## src/rtl/uart_rx_ext.sv

```systemverilog
// uart_rx_ext: parametrised UART receiver with runtime baud divisor,
// 3-sample majority voting, false-start rejection, framing and break
// detection, and optional parity checking (macro UART_RX_PARITY_EN).
// Ports:
//   clk, rst_n      - clock, asynchronous active-low reset
//   baud_div        - clocks per bit (values below 4 act as 4)
//   par_mode        - 0/3 none, 1 even, 2 odd (parity builds only)
//   rx_din          - serial line, idle high
//   rx_dout         - received data word, held until the next rx_vld
//   rx_vld          - one-cycle strobe per completed frame
//   frame_err       - qualifies rx_vld: a stop bit was sampled low
//   parity_err      - qualifies rx_vld: parity mismatch
//   break_det       - qualifies rx_vld: whole frame sampled low
//   busy            - high whenever the receiver is not idle
module uart_rx_ext #(
  parameter int DATA_W      = 8,
  parameter int STOP_BITS   = 1,
  parameter int DIV_W       = 16,
  parameter int SYNC_STAGES = 2
) (
  input  logic              clk,
  input  logic              rst_n,
  input  logic [DIV_W-1:0]  baud_div,
  input  logic [1:0]        par_mode,
  input  logic              rx_din,
  output logic [DATA_W-1:0] rx_dout,
  output logic              rx_vld,
  output logic              frame_err,
  output logic              parity_err,
  output logic              break_det,
  output logic              busy
);

`ifdef UART_RX_PARITY_EN
  typedef enum logic [2:0] {
    IDLE, START, DATA, PARITY, STOP, WAIT_HIGH
  } state_t;
`else
  typedef enum logic [2:0] {
    IDLE, START, DATA, STOP, WAIT_HIGH
  } state_t;
`endif

  state_t                 state_q;
  logic [SYNC_STAGES-1:0] sync_q;
  logic                   hist_q;
  logic [DIV_W-1:0]       div_q;
  logic [DIV_W-1:0]       cnt_q;
  logic [3:0]             bit_q;
  logic [DATA_W-1:0]      sh_q;
  logic                   s_lo_q;
  logic                   s_mid_q;
  logic                   ferr_q;
  logic                   stop0_low_q;

  logic                   rx_s;
  logic                   fall;
  logic [DIV_W-1:0]       mid;
  logic                   at_lo;
  logic                   at_mid;
  logic                   at_hi;
  logic                   at_wrap;
  logic                   maj;
  logic [DIV_W-1:0]       cnt_d;
  logic [DATA_W-1:0]      sh_d;
  logic [DIV_W-1:0]       div_d;
  logic                   last_stop;
  logic                   fe_d;
  logic                   stop0_low_d;
  logic                   brk_d;

  assign rx_s    = sync_q[SYNC_STAGES-1];
  assign fall    = hist_q & ~rx_s;
  assign mid     = div_q >> 1;
  assign at_lo   = (cnt_q == mid - DIV_W'(1));
  assign at_mid  = (cnt_q == mid);
  assign at_hi   = (cnt_q == mid + DIV_W'(1));
  assign at_wrap = (cnt_q == div_q - DIV_W'(1));
  assign cnt_d   = at_wrap ? '0 : cnt_q + DIV_W'(1);

  // The decision at m+1 votes the two stored samples with the live one.
  assign maj = (s_lo_q & s_mid_q) | (s_lo_q & rx_s) | (s_mid_q & rx_s);
  assign sh_d = {maj, sh_q[DATA_W-1:1]};
  assign div_d = (baud_div < DIV_W'(4)) ? DIV_W'(4) : baud_div;

  assign last_stop   = (bit_q == 4'(STOP_BITS - 1));
  assign fe_d        = ferr_q | ~maj;
  assign stop0_low_d = (bit_q == 4'd0) ? ~maj : stop0_low_q;

`ifdef UART_RX_PARITY_EN
  logic [1:0] pmode_q;
  logic       par_q;
  logic       par_use;
  logic       perr_d;

  assign par_use = (pmode_q == 2'd1) | (pmode_q == 2'd2);
  assign perr_d  = par_use &
                   ((^sh_q ^ par_q) != (pmode_q == 2'd2));
  assign brk_d   = (sh_q == '0) & (~par_use | ~par_q) &
                   stop0_low_d;
`else
  logic unused_par;

  assign unused_par = ^par_mode;
  assign parity_err = 1'b0;
  assign brk_d      = (sh_q == '0) & stop0_low_d;
`endif

  assign busy = (state_q != IDLE);

  always_ff @(posedge clk or negedge rst_n) begin
    if (!rst_n) begin
      state_q     <= IDLE;
      sync_q      <= '1;
      hist_q      <= 1'b1;
      div_q       <= DIV_W'(4);
      cnt_q       <= '0;
      bit_q       <= '0;
      sh_q        <= '0;
      s_lo_q      <= 1'b1;
      s_mid_q     <= 1'b1;
      ferr_q      <= 1'b0;
      stop0_low_q <= 1'b0;
      rx_dout     <= '0;
      rx_vld      <= 1'b0;
      frame_err   <= 1'b0;
      break_det   <= 1'b0;
`ifdef UART_RX_PARITY_EN
      pmode_q     <= '0;
      par_q       <= 1'b0;
      parity_err  <= 1'b0;
`endif
    end else begin
      sync_q    <= {sync_q[SYNC_STAGES-2:0], rx_din};
      hist_q    <= rx_s;
      rx_vld    <= 1'b0;
      frame_err <= 1'b0;
      break_det <= 1'b0;
`ifdef UART_RX_PARITY_EN
      parity_err <= 1'b0;
`endif
      if (at_lo)  s_lo_q  <= rx_s;
      if (at_mid) s_mid_q <= rx_s;

      unique case (state_q)
        IDLE: begin
          if (fall) begin
            div_q   <= div_d;
            cnt_q   <= '0;
            bit_q   <= '0;
            ferr_q  <= 1'b0;
            state_q <= START;
`ifdef UART_RX_PARITY_EN
            pmode_q <= par_mode;
`endif
          end
        end
        START: begin
          cnt_q <= cnt_d;
          if (at_hi && maj) begin
            state_q <= IDLE;
          end else if (at_wrap) begin
            state_q <= DATA;
          end
        end
        DATA: begin
          cnt_q <= cnt_d;
          if (at_hi) sh_q <= sh_d;
          if (at_wrap) begin
            if (bit_q == 4'(DATA_W - 1)) begin
              bit_q <= '0;
`ifdef UART_RX_PARITY_EN
              state_q <= par_use ? PARITY : STOP;
`else
              state_q <= STOP;
`endif
            end else begin
              bit_q <= bit_q + 4'd1;
            end
          end
        end
`ifdef UART_RX_PARITY_EN
        PARITY: begin
          cnt_q <= cnt_d;
          if (at_hi)   par_q   <= maj;
          if (at_wrap) state_q <= STOP;
        end
`endif
        STOP: begin
          cnt_q <= cnt_d;
          if (at_hi && last_stop) begin
            // Frame completes at the last stop-bit decision so that a
            // back-to-back start edge is caught from IDLE.
            rx_dout   <= sh_q;
            rx_vld    <= 1'b1;
            frame_err <= fe_d;
            break_det <= brk_d;
`ifdef UART_RX_PARITY_EN
            parity_err <= perr_d;
`endif
            cnt_q   <= '0;
            state_q <= fe_d ? WAIT_HIGH : IDLE;
          end else begin
            if (at_hi) begin
              ferr_q      <= fe_d;
              stop0_low_q <= stop0_low_d;
            end
            if (at_wrap) bit_q <= bit_q + 4'd1;
          end
        end
        WAIT_HIGH: begin
          // Require a full bit time of idle line before rearming.
          if (!rx_s) begin
            cnt_q <= '0;
          end else if (at_wrap) begin
            state_q <= IDLE;
          end else begin
            cnt_q <= cnt_q + DIV_W'(1);
          end
        end
        default: state_q <= IDLE;
      endcase
    end
  end

endmodule

```

## config.mk

```make
export PLATFORM = sky130hd
export DESIGN_NAME = uart_rx_ext
export DESIGN_NICKNAME = d
export VERILOG_FILES = /design/src/rtl/uart_rx_ext.sv
export SDC_FILE = /design/constraint.sdc
export NUM_CORES = 1
export LEC_CHECK = 0
export CAP_MARGIN = 20
export CORE_ASPECT_RATIO = 2
export CORE_UTILIZATION = 45
export CTS_CLUSTER_DIAMETER = 50
export DETAILED_ROUTE_END_ITERATION = 8
export GPL_ROUTABILITY_DRIVEN = 0
export GPL_TIMING_DRIVEN = 1
export PLACE_DENSITY = 0.67
export SKIP_LAST_GASP = 1
export SYNTH_ARGS = -nofsm -noshare
export SYNTH_HDL_FRONTEND = slang
export SYNTH_SLANG_ARGS = --single-unit
```

## constraint.sdc

```tcl
create_clock -name clk -period 8.6 [get_ports clk]
set_input_delay 1.72 -clock clk [delete_from_list [all_inputs] [get_ports clk]]
set_output_delay 1.72 -clock clk [all_outputs]
set_load 0.05 [all_outputs]
```

==> impl_metrics.env, run 1 <==
export IMPL_worst_pin_slew_ns=0.8573
export IMPL_finalCriticalPeriod_ns=3.825
export IMPL_crit_chain="nand4_2 > or3_1 > a311oi_1 > o22ai_1 > nor4_1 > and3_1 > mux2_2"
export IMPL_antenna_found_initial=0
export IMPL_crit_slowest_cell="dfrtp_1"
export IMPL_routedWlPerCell_um=17.63
export IMPL_viasPerCell=5.890
export IMPL_ctsResizeCount=0
export IMPL_grt_pass1_vias=4103
export IMPL_crit_buf_inv=0
export IMPL_grtUsageTotal_pct=24.21
export IMPL_num_nets_final=568
export IMPL_critPathMaxStageDelay_ns=0.74
export IMPL_htreeDepth=3
export IMPL_cts_sinks=64
export IMPL_synth_enable_flop_cells=0
export IMPL_cts_tree="yes"
export IMPL_die_width_um=73.71
export IMPL_drc_errors=0
export IMPL_synth_compound_area_share_pct=13.65
export IMPL_finalPower_mw=1.531
export IMPL_ctsHoldBuffers=0
export IMPL_multi_input_area_um2=2766
export IMPL_numPortBuffers=30
export IMPL_holdCritPathClass="flop to flop"
export IMPL_status="finished, final reports clean"
export IMPL_relSlewSlack_pct=42.66
export IMPL_rsz0062_at_grt="no"
export IMPL_fp_row_count=52
export IMPL_highest_layer="met4"
export IMPL_peakVddDrop_v=0.0001439
export IMPL_synthMuxAreaShare_pct=6.407
export IMPL_finalSetupTns_ns=0
export IMPL_cts_root_buf="clkbuf_16"
export IMPL_synth_top_area_share_pct=31.36
export IMPL_wl_met1_um=4337
export IMPL_vias=4011
export IMPL_cp_end_kind="flop"
export IMPL_ff_latch_area_um2=1609
export IMPL_synth_cell_types=70
export IMPL_critPathLaunchType="flop"
export IMPL_cp_required_ns=8.82
export IMPL_fin_crit_sh_pct=44.48
export IMPL_diodes=0
export IMPL_syn_area_um2=4628
export IMPL_drt_first_pass_iters=4
export IMPL_drtAntennaViolNets=0
export IMPL_synth_nets=568
export IMPL_yosysWarnings=0
export IMPL_num_io_pins=34
export IMPL_synth_fa_ha_area_share_pct=1.838
export IMPL_power_leakage_nw=2.213
export IMPL_grt_pass1_wl_um=19630
export IMPL_max_freq_mhz=261.4
export IMPL_utilization_pct=51.96
export IMPL_hold_violations=0
export IMPL_worstPathMaxFanout=20
export IMPL_dpl_hpwl_um=9056
export IMPL_cts_made_buffers=9
export IMPL_clock_path_buffers=2
export IMPL_start_util_pct=45.89
export IMPL_die_area_um2=10720
export IMPL_synth_top_cells_by_area="dfrtp_1 (31%), nand2_1 (6.4%), mux2_2 (5.1%), xnor2_1 (4.9%), xor2_1 (4.2%)"
export IMPL_fin_skew_ns=0.006483
export IMPL_setup_viol_count_final=0
export IMPL_drtIter0Drc=260
export IMPL_critPathTopFamily="simple AND/OR/NAND/NOR gates"
export IMPL_syn2layout_area_growth_pct=13.22
export IMPL_cap_violations=0
export IMPL_crit_arrival_ns=4.04
export IMPL_cts_setup_buffers=0
export IMPL_clkLatencyLatePin_ns=0.34
export IMPL_yosys_top_cells_count="nand2_1 (79), dfrtp_1 (58), nor2_1 (35)"
export IMPL_netlist_instances=541
export IMPL_ys_flop_type="dfrtp_1"
export IMPL_drive_gt1_share_pct=11.36
export IMPL_worstSetupPathType="flop to flop"
export IMPL_p_per_area_nw_per_um2=292.2
export IMPL_synth_xor_area_share_pct=9.084
export IMPL_synth_top_family_by_area="simple AND/OR/NAND/NOR gates"
export IMPL_yosys_area_top_type="dfrtp_1"
export IMPL_clkTransAtPathRegs_ns=0.05
export IMPL_dr_wl_met3_um=357
export IMPL_ys_ff_latch=64
export IMPL_die_h_um=145.4
export IMPL_drv_slew=0
export IMPL_grt_ovfl_total=0
export IMPL_synth_most_common_cell="nand2_1"
export IMPL_seq_area_frac_synth_pct=34.77
export IMPL_core_um2=10080
export IMPL_yosys_area_share_simple_pct=28.60
export IMPL_ys_async_sr_fraction_pct=100.0
export IMPL_route_met2_wl_um=6579
export IMPL_wl_um=12000
export IMPL_synth_avg_cell_area_um2=8.555
export IMPL_grt_max_degree=65
export IMPL_fillers=958
-- cell type report --
type	instances	share of cell area, %
Clock buffer	13	4.967
Clock inverter	3	1.242
Inverter	16	1.146
Multi-Input combinational cell	418	52.79
Sequential cell	64	30.71
Tap cell	135	3.223
Timing Repair Buffer	32	5.922
-- cells by family after synthesis --
family	count (synthesis)
buf+inv	59
flops	64
other cells	1
fa+ha+maj	7
simple gates	248
xor+xnor	48
compound gates	87
mux	27
-- power by group --
group | leakage [nW] | total [mW] | internal [mW] | switching (mW)
Clock | 0.160 | 0.399 | 0.269 | 0.130
Sequential | 0.830 | 0.548 | 0.356 | 0.192
Combinational | 1.22 | 0.584 | 0.261 | 0.323
-- worst reg2reg max path, cell delays in order (launching register included) --
cell      delay, ns
dfrtp_1        0.74
nand4_2        0.36
or3_1          0.52
a311oi_1       0.38
o22ai_1        0.15
nor4_1         0.55
and3_1         0.60
mux2_2         0.41
-- per-layer routing --
layer  global-route usage (%)  vias up
met5                        0        -
met4                    17.88        0
met3                    5.332       50
met2                    42.02       99
met1                    24.11     1943
li1                         -     1919
-- metrics by stage --
stage          hold slack, ns  worst slack (ns)  cell area [µm²]  instances
2_1_floorplan          0.3452             5.654             4628        541
3_3_place_gp           0.3466             4.938             4915        665
3_5_place_dp           0.3507             4.861             4915        665
5_1_grt                0.3629             4.625             5240        681
4_1_cts                0.3584             4.834             5240        681
6_report               0.3581             4.775             5240        681
-- sequential cells by signal, summed over array words and instances (netlist names), 2 cells and up --
signal / count
div_q: 16
state_q: 3
sync_q: 2
cnt_q: 16
sh_q: 8
rx_dout: 8
bit_q: 4
-- cell usage in the layout, fill, tap and decap left out, types with 7 or more instances in the layout --
cell type,instances
nor2b_1,8
xnor2_1,26
o21ai_0,17
xor2_1,22
nand2_1,79
clkdlybuf4s50_1,29
inv_1,16
nor2_1,35
clkbuf_16,9
a21oi_1,11
nor4_1,20
and3_1,10
nor3_1,12
or3_1,10
mux2_2,21
a22o_1,8
nor3b_1,8
nand3_1,20
dfrtp_1,58
nand4_1,7
-- path summary, 6_finish.rpt --
path / startpoint / end / slack [ns] / cells after the start
hold / removal: sync_q[0] / sync_q[1] / 0.36 / 0
min in group asynchronous: rst_n / bit_q[3] / 1.56 / 2
setup / recovery: div_q[4] / rx_dout[3] / 4.77 / 7
max in group asynchronous: rst_n / cnt_q[3] / 6.49 / 2
setup reg to reg: div_q[4] / rx_dout[3] / 4.77 / 7
hold reg to reg: sync_q[0] / sync_q[1] / 0.36 / 0
Power figures use the tool's default switching activity.
==> inputs of run 2 (changes only) <==
==> constraint.sdc (replaced) <==
create_clock -name clk -period 3.75 [get_ports clk]
set_input_delay 0.75 -clock clk [delete_from_list [all_inputs] [get_ports clk]]
set_output_delay 0.75 -clock clk [all_outputs]
set_load 0.05 [all_outputs]
==> impl_metrics.env, run 2 (synthesis results as in run 1) <==
export IMPL_dpl_hpwl_um=9310
export IMPL_fp_row_count=52
export IMPL_syn2layout_area_growth_pct=14.52
export IMPL_num_io_pins=34
export IMPL_viasPerCell=5.861
export IMPL_power_leakage_nw=2.258
export IMPL_hold_violations=0
export IMPL_antenna_found_initial=0
export IMPL_grt_pass1_vias=4170
export IMPL_crit_slowest_cell="nor3b_1"
export IMPL_die_width_um=73.71
export IMPL_relSlewSlack_pct=50.91
export IMPL_critPathMaxStageDelay_ns=0.56
export IMPL_drive_gt1_share_pct=13.13
export IMPL_holdCritPathClass="input pin to asynchronous set/reset pin"
export IMPL_core_um2=10080
export IMPL_fillers=934
export IMPL_finalSetupTns_ns=0
export IMPL_p_per_area_nw_per_um2=663.2
export IMPL_numPortBuffers=30
export IMPL_most_common_layout_cells="nand2_1 (79), dfrtp_1 (58), nor2_1 (35), clkdlybuf4s50_1 (29), xnor2_1 (26)"
export IMPL_fin_skew_ns=0.006497
export IMPL_startpoint="div_q[1]"
export IMPL_max_freq_mhz=287.1
export IMPL_cts_made_buffers=9
export IMPL_vias=4050
export IMPL_clock_path_buffers=2
export IMPL_reg2reg_from="div_q[1]"
export IMPL_start_util_pct=45.89
export IMPL_cts_setup_buffers=0
export IMPL_die_area_um2=10720
export IMPL_final_common_cell="nand2_1"
export IMPL_critPathLaunchType="flop"
export IMPL_fin_crit_sh_pct=92.89
export IMPL_num_nets_final=578
export IMPL_htreeDepth=3
export IMPL_die_h_um=145.4
export IMPL_peakVddDrop_v=0.0003330
export IMPL_cp_required_ns=3.96
export IMPL_status="finished, final reports clean"
export IMPL_cts_sinks=64
export IMPL_grt_pass1_wl_um=19970
export IMPL_routedWlPerCell_um=17.34
export IMPL_worst_pin_slew_ns=0.7363
export IMPL_grt_max_degree=45
export IMPL_finalCriticalPeriod_ns=3.483
export IMPL_drtAntennaViolNets=0
export IMPL_rsz0062_at_grt="no"
export IMPL_crit_arrival_ns=3.69
export IMPL_diodes=0
export IMPL_cts_root_buf="clkbuf_16"
export IMPL_cap_violations=0
export IMPL_drt_first_pass_iters=4
export IMPL_utilization_pct=52.56
export IMPL_drc_errors=0
export IMPL_largestRegisters="cnt_q x16, div_q x16"
export IMPL_grt_ovfl_total=0
export IMPL_setup_viol_count_final=0
export IMPL_ctsHoldBuffers=0
export IMPL_cts_tree="yes"
export IMPL_clkLatencyLatePin_ns=0.33
export IMPL_cp_end_kind="flop"
export IMPL_grtUsageTotal_pct=24.46
export IMPL_clkTransAtPathRegs_ns=0.06
export IMPL_drv_slew=0
export IMPL_crit_chain="inv_1 > ha_1 > nor3b_1 > nand4_1 > xnor2_1 > nor4_1 > o2111a_4 > nor3_4 > buf_4 > and3_1 > a221o_1"
export IMPL_ctsResizeCount=0
export IMPL_wl_um=11980
export IMPL_worstSetupPathType="flop to flop"
export IMPL_worstPathMaxFanout=25
export IMPL_drtIter0Drc=270
==> run 2: changes by cell type in the layout (fill, tap and decap cells not counted), sizes merged <==
| cell | before | now |
|---|---|---|
| clkinv | 1 | 2 |
| buf | 3 | 13 |
| bufinv | 2 | 1 |
==> run 2: area by class of cell <==
type	count	area, µm²	share of cell area (%)
clock buffers	13	270.3	5.099
clock inverters	3	40.04	0.7554
inverters	16	60.06	1.133
multi-input cells	418	2766	52.20
flip-flops and latches	64	1609	30.36
well taps	135	168.9	3.187
repair buffers	42	385.4	7.271
==> run 2: metrics by stage <==
stage	cell area (µm²)	setup WS, ns	cells	power, mW	hold WS (ns)
finish	5300	0.2667	691	3.515	0.3554
global route	5300	0.05213	691	3.732	0.3592
CTS	5300	0.3181	691	3.513	0.3567
floorplan	4628	0.8042	541	2.252	0.3452
global placement	4990	0.3931	675	2.597	0.3457
detailed placement	4990	0.3486	675	2.646	0.3493
==> run 2: worst paths after layout <==
check                       endpoint  slack, ns  depth (start not counted)
max reg2reg                cnt_q[12]       0.27                         11
max in group asynchronous   cnt_q[9]       2.47                          2
min in group clk           sync_q[1]       0.36                          0
max                        cnt_q[12]       0.27                         11
min reg2reg                sync_q[1]       0.36                          0
min                        div_q[11]       0.36                          1
==> run 2: per-layer routing <==
layer / up-vias / GRT usage [%] / part of all wire [%]
met5: - / 0 / 0
met4: 0 / 17.02 / 5.5
met3: 44 / 4.224 / 2.7
met2: 102 / 43.62 / 56
met1: 1953 / 24.47 / 36
li1: 1951 / - / -
==> run 2: where the power goes <==
group / switching [mW] / internal (mW) / leakage, nW
clock network: 0.291 / 0.566 / 0.156
logic: 0.830 / 0.644 / 1.27
registers: 0.365 / 0.818 / 0.830
total: 1.49 / 2.03 / 2.26
==> run 2: worst max-delay path, delay by kind of cell (launching register included) <==
kind	cells	cell delay (ns)
and+or+nand+nor	5	1.37
DFF	1	0.46
buffers and inverters	2	0.38
AOI/OAI and AO/OA	2	0.64
adders and majority gates	1	0.31
xor gates and xnor gates	1	0.18
==> inputs of run 3 (changes only) <==
--- a/config.mk
+++ b/config.mk
@@ -13,6 +13,7 @@
 export GPL_ROUTABILITY_DRIVEN = 0
 export GPL_TIMING_DRIVEN = 1
 export PLACE_DENSITY = 0.67
+export RECOVER_POWER = 25
 export SKIP_LAST_GASP = 1
 export SYNTH_ARGS = -nofsm -noshare
 export SYNTH_HDL_FRONTEND = slang
==> impl_metrics.env, run 3 (synthesis results as in run 1) <==
export IMPL_status="finished, final reports clean"
export IMPL_reg2reg_depth=11
export IMPL_drv_slew=0
export IMPL_num_nets_final=578
export IMPL_grt_util_met3_pct=4.224
export IMPL_p_per_area_nw_per_um2=664.1
export IMPL_critPathMaxStageDelay_ns=0.56
export IMPL_worst_pin_slew_ns=1.084
export IMPL_fp_row_count=52
export IMPL_drive_gt1_share_pct=12.77
export IMPL_critPathLaunchType="flop"
export IMPL_crit_chain="inv_1 > ha_1 > nor3b_1 > nand4_1 > xnor2_1 > nor4_1 > o2111a_4 > nor3_4 > buf_4 > and3_1 > a221o_1"
export IMPL_cts_sinks=64
export IMPL_finalSetupTns_ns=0
export IMPL_clkTransAtPathRegs_ns=0.05
export IMPL_cts_setup_buffers=0
export IMPL_power_leakage_nw=2.254
export IMPL_clock_path_buffers=2
export IMPL_cp_end_kind="flop"
export IMPL_die_width_um=73.71
export IMPL_syn2layout_area_growth_pct=14.44
export IMPL_cap_violations=0
export IMPL_grt_pass1_wl_um=19970
export IMPL_ctsHoldBuffers=0
export IMPL_antenna_found_initial=0
export IMPL_cts_made_buffers=9
export IMPL_utilization_pct=52.52
export IMPL_fin_skew_ns=0.005851
export IMPL_max_freq_mhz=287.1
export IMPL_drc_errors=0
export IMPL_cp_required_ns=3.96
export IMPL_viasPerCell=5.867
export IMPL_drtIter0Drc=270
export IMPL_drt_first_pass_iters=4
export IMPL_fin_crit_sh_pct=92.88
export IMPL_numPortBuffers=30
export IMPL_rsz0062_at_grt="no"
export IMPL_holdCritPathClass="flop to flop"
export IMPL_crit_arrival_ns=3.69
export IMPL_start_util_pct=45.89
export IMPL_cts_root_buf="clkbuf_16"
export IMPL_peakVddDrop_v=0.0003324
export IMPL_setup_viol_count_final=0
export IMPL_grt_busiest_layer="met2"
export IMPL_htreeDepth=3
export IMPL_dpl_hpwl_um=9310
export IMPL_worstSetupPathType="flop to flop"
export IMPL_wl_um=12010
export IMPL_grt_max_degree=45
export IMPL_drtAntennaViolNets=0
export IMPL_worstPathMaxFanout=25
export IMPL_cts_tree="yes"
export IMPL_num_io_pins=34
export IMPL_fillers=933
export IMPL_die_h_um=145.4
export IMPL_vias=4054
export IMPL_largestRegisters="cnt_q x16, div_q x16"
export IMPL_grtUsageTotal_pct=24.46
export IMPL_grtUsageMet2_pct=43.62
export IMPL_die_area_um2=10720
export IMPL_gr_usage_met1_pct=24.47
export IMPL_clkLatencyLatePin_ns=0.33
export IMPL_core_um2=10080
export IMPL_final_common_cell="nand2_1"
export IMPL_min_path_cells=0
export IMPL_finalCriticalPeriod_ns=3.483
export IMPL_grt_pass1_vias=4170
export IMPL_ctsResizeCount=0
export IMPL_relSlewSlack_pct=27.74
export IMPL_most_common_layout_cells="nand2_1 (79), dfrtp_1 (58), nor2_1 (35), clkdlybuf4s50_1 (28), xnor2_1 (26)"
export IMPL_grt_ovfl_total=0
export IMPL_routedWlPerCell_um=17.38
export IMPL_hold_violations=0
export IMPL_crit_slowest_cell="nor3b_1"
export IMPL_diodes=0
-- run 3: changes by cell type in the layout (fill, tap and decap cells not counted), sizes merged --
cell / before / now
clkbuf: 13 / 15
clkdlybuf4s50: 29 / 28
buf: 13 / 11
dlygate4sd3: 0 / 1
-- run 3: worst max-delay path: cells and delay by family (launching register included) --
family | cells | cell delay [ns]
AO/OA/AOI/OAI | 2 | 0.64
buffers and inverters | 2 | 0.38
flip-flops | 1 | 0.46
XOR/XNOR | 1 | 0.18
adder cells (fa/ha/maj) | 1 | 0.31
AND/OR/NAND/NOR | 5 | 1.37
-- run 3: final cells by class --
type	count	area, µm²	share of cell area [%]
inverters	16	60.06	1.134
repair buffers	42	381.6	7.205
well taps	135	168.9	3.189
clock inverters	3	40.04	0.7560
multi-input cells	418	2766	52.23
clock buffers	13	270.3	5.103
flip-flops and latches	64	1609	30.38
-- run 3: where the power goes --
part	internal [mW]	total (mW)	leakage, nW	switching (mW)
Combinational	0.644	1.47	1.27	0.830
Clock	0.566	0.858	0.156	0.292
Sequential	0.818	1.18	0.830	0.367
-- run 3: metrics by stage --
| step | instance area, µm² | hold WS [ns] | cells | setup WS, ns | power [mW] |
|---|---|---|---|---|---|
| final | 5296 | 0.3606 | 691 | 0.2671 | 3.517 |
| after global placement | 4990 | 0.3457 | 675 | 0.3931 | 2.597 |
| after global routing | 5296 | 0.3644 | 691 | 0.05213 | 3.731 |
| after floorplan | 4628 | 0.3452 | 541 | 0.8042 | 2.252 |
| after detailed placement | 4990 | 0.3493 | 675 | 0.3486 | 2.646 |
| after CTS | 5300 | 0.3567 | 691 | 0.3181 | 3.513 |
-- run 3: metal layers --
| metal | vias up | routed length, µm |
|---|---|---|
| li1 | 1949 | - |
| met1 | 1954 | 4280 |
| met2 | 101 | 6651 |
| met3 | 50 | 322 |
| met4 | 0 | 753 |
| met5 | - | 0 |
-- run 3: path summary, 6_finish.rpt --
check / start / to / slack [ns]
worst max-delay path: div_q[1] / cnt_q[12] / 0.27
worst min register to register: sync_q[0] / sync_q[1] / 0.36
worst max register to register: div_q[1] / cnt_q[12] / 0.27
worst min-delay path: sync_q[0] / sync_q[1] / 0.36
max in group asynchronous: rst_n / cnt_q[9] / 1.51
min in group asynchronous: rst_n / bit_q[3] / 0.60
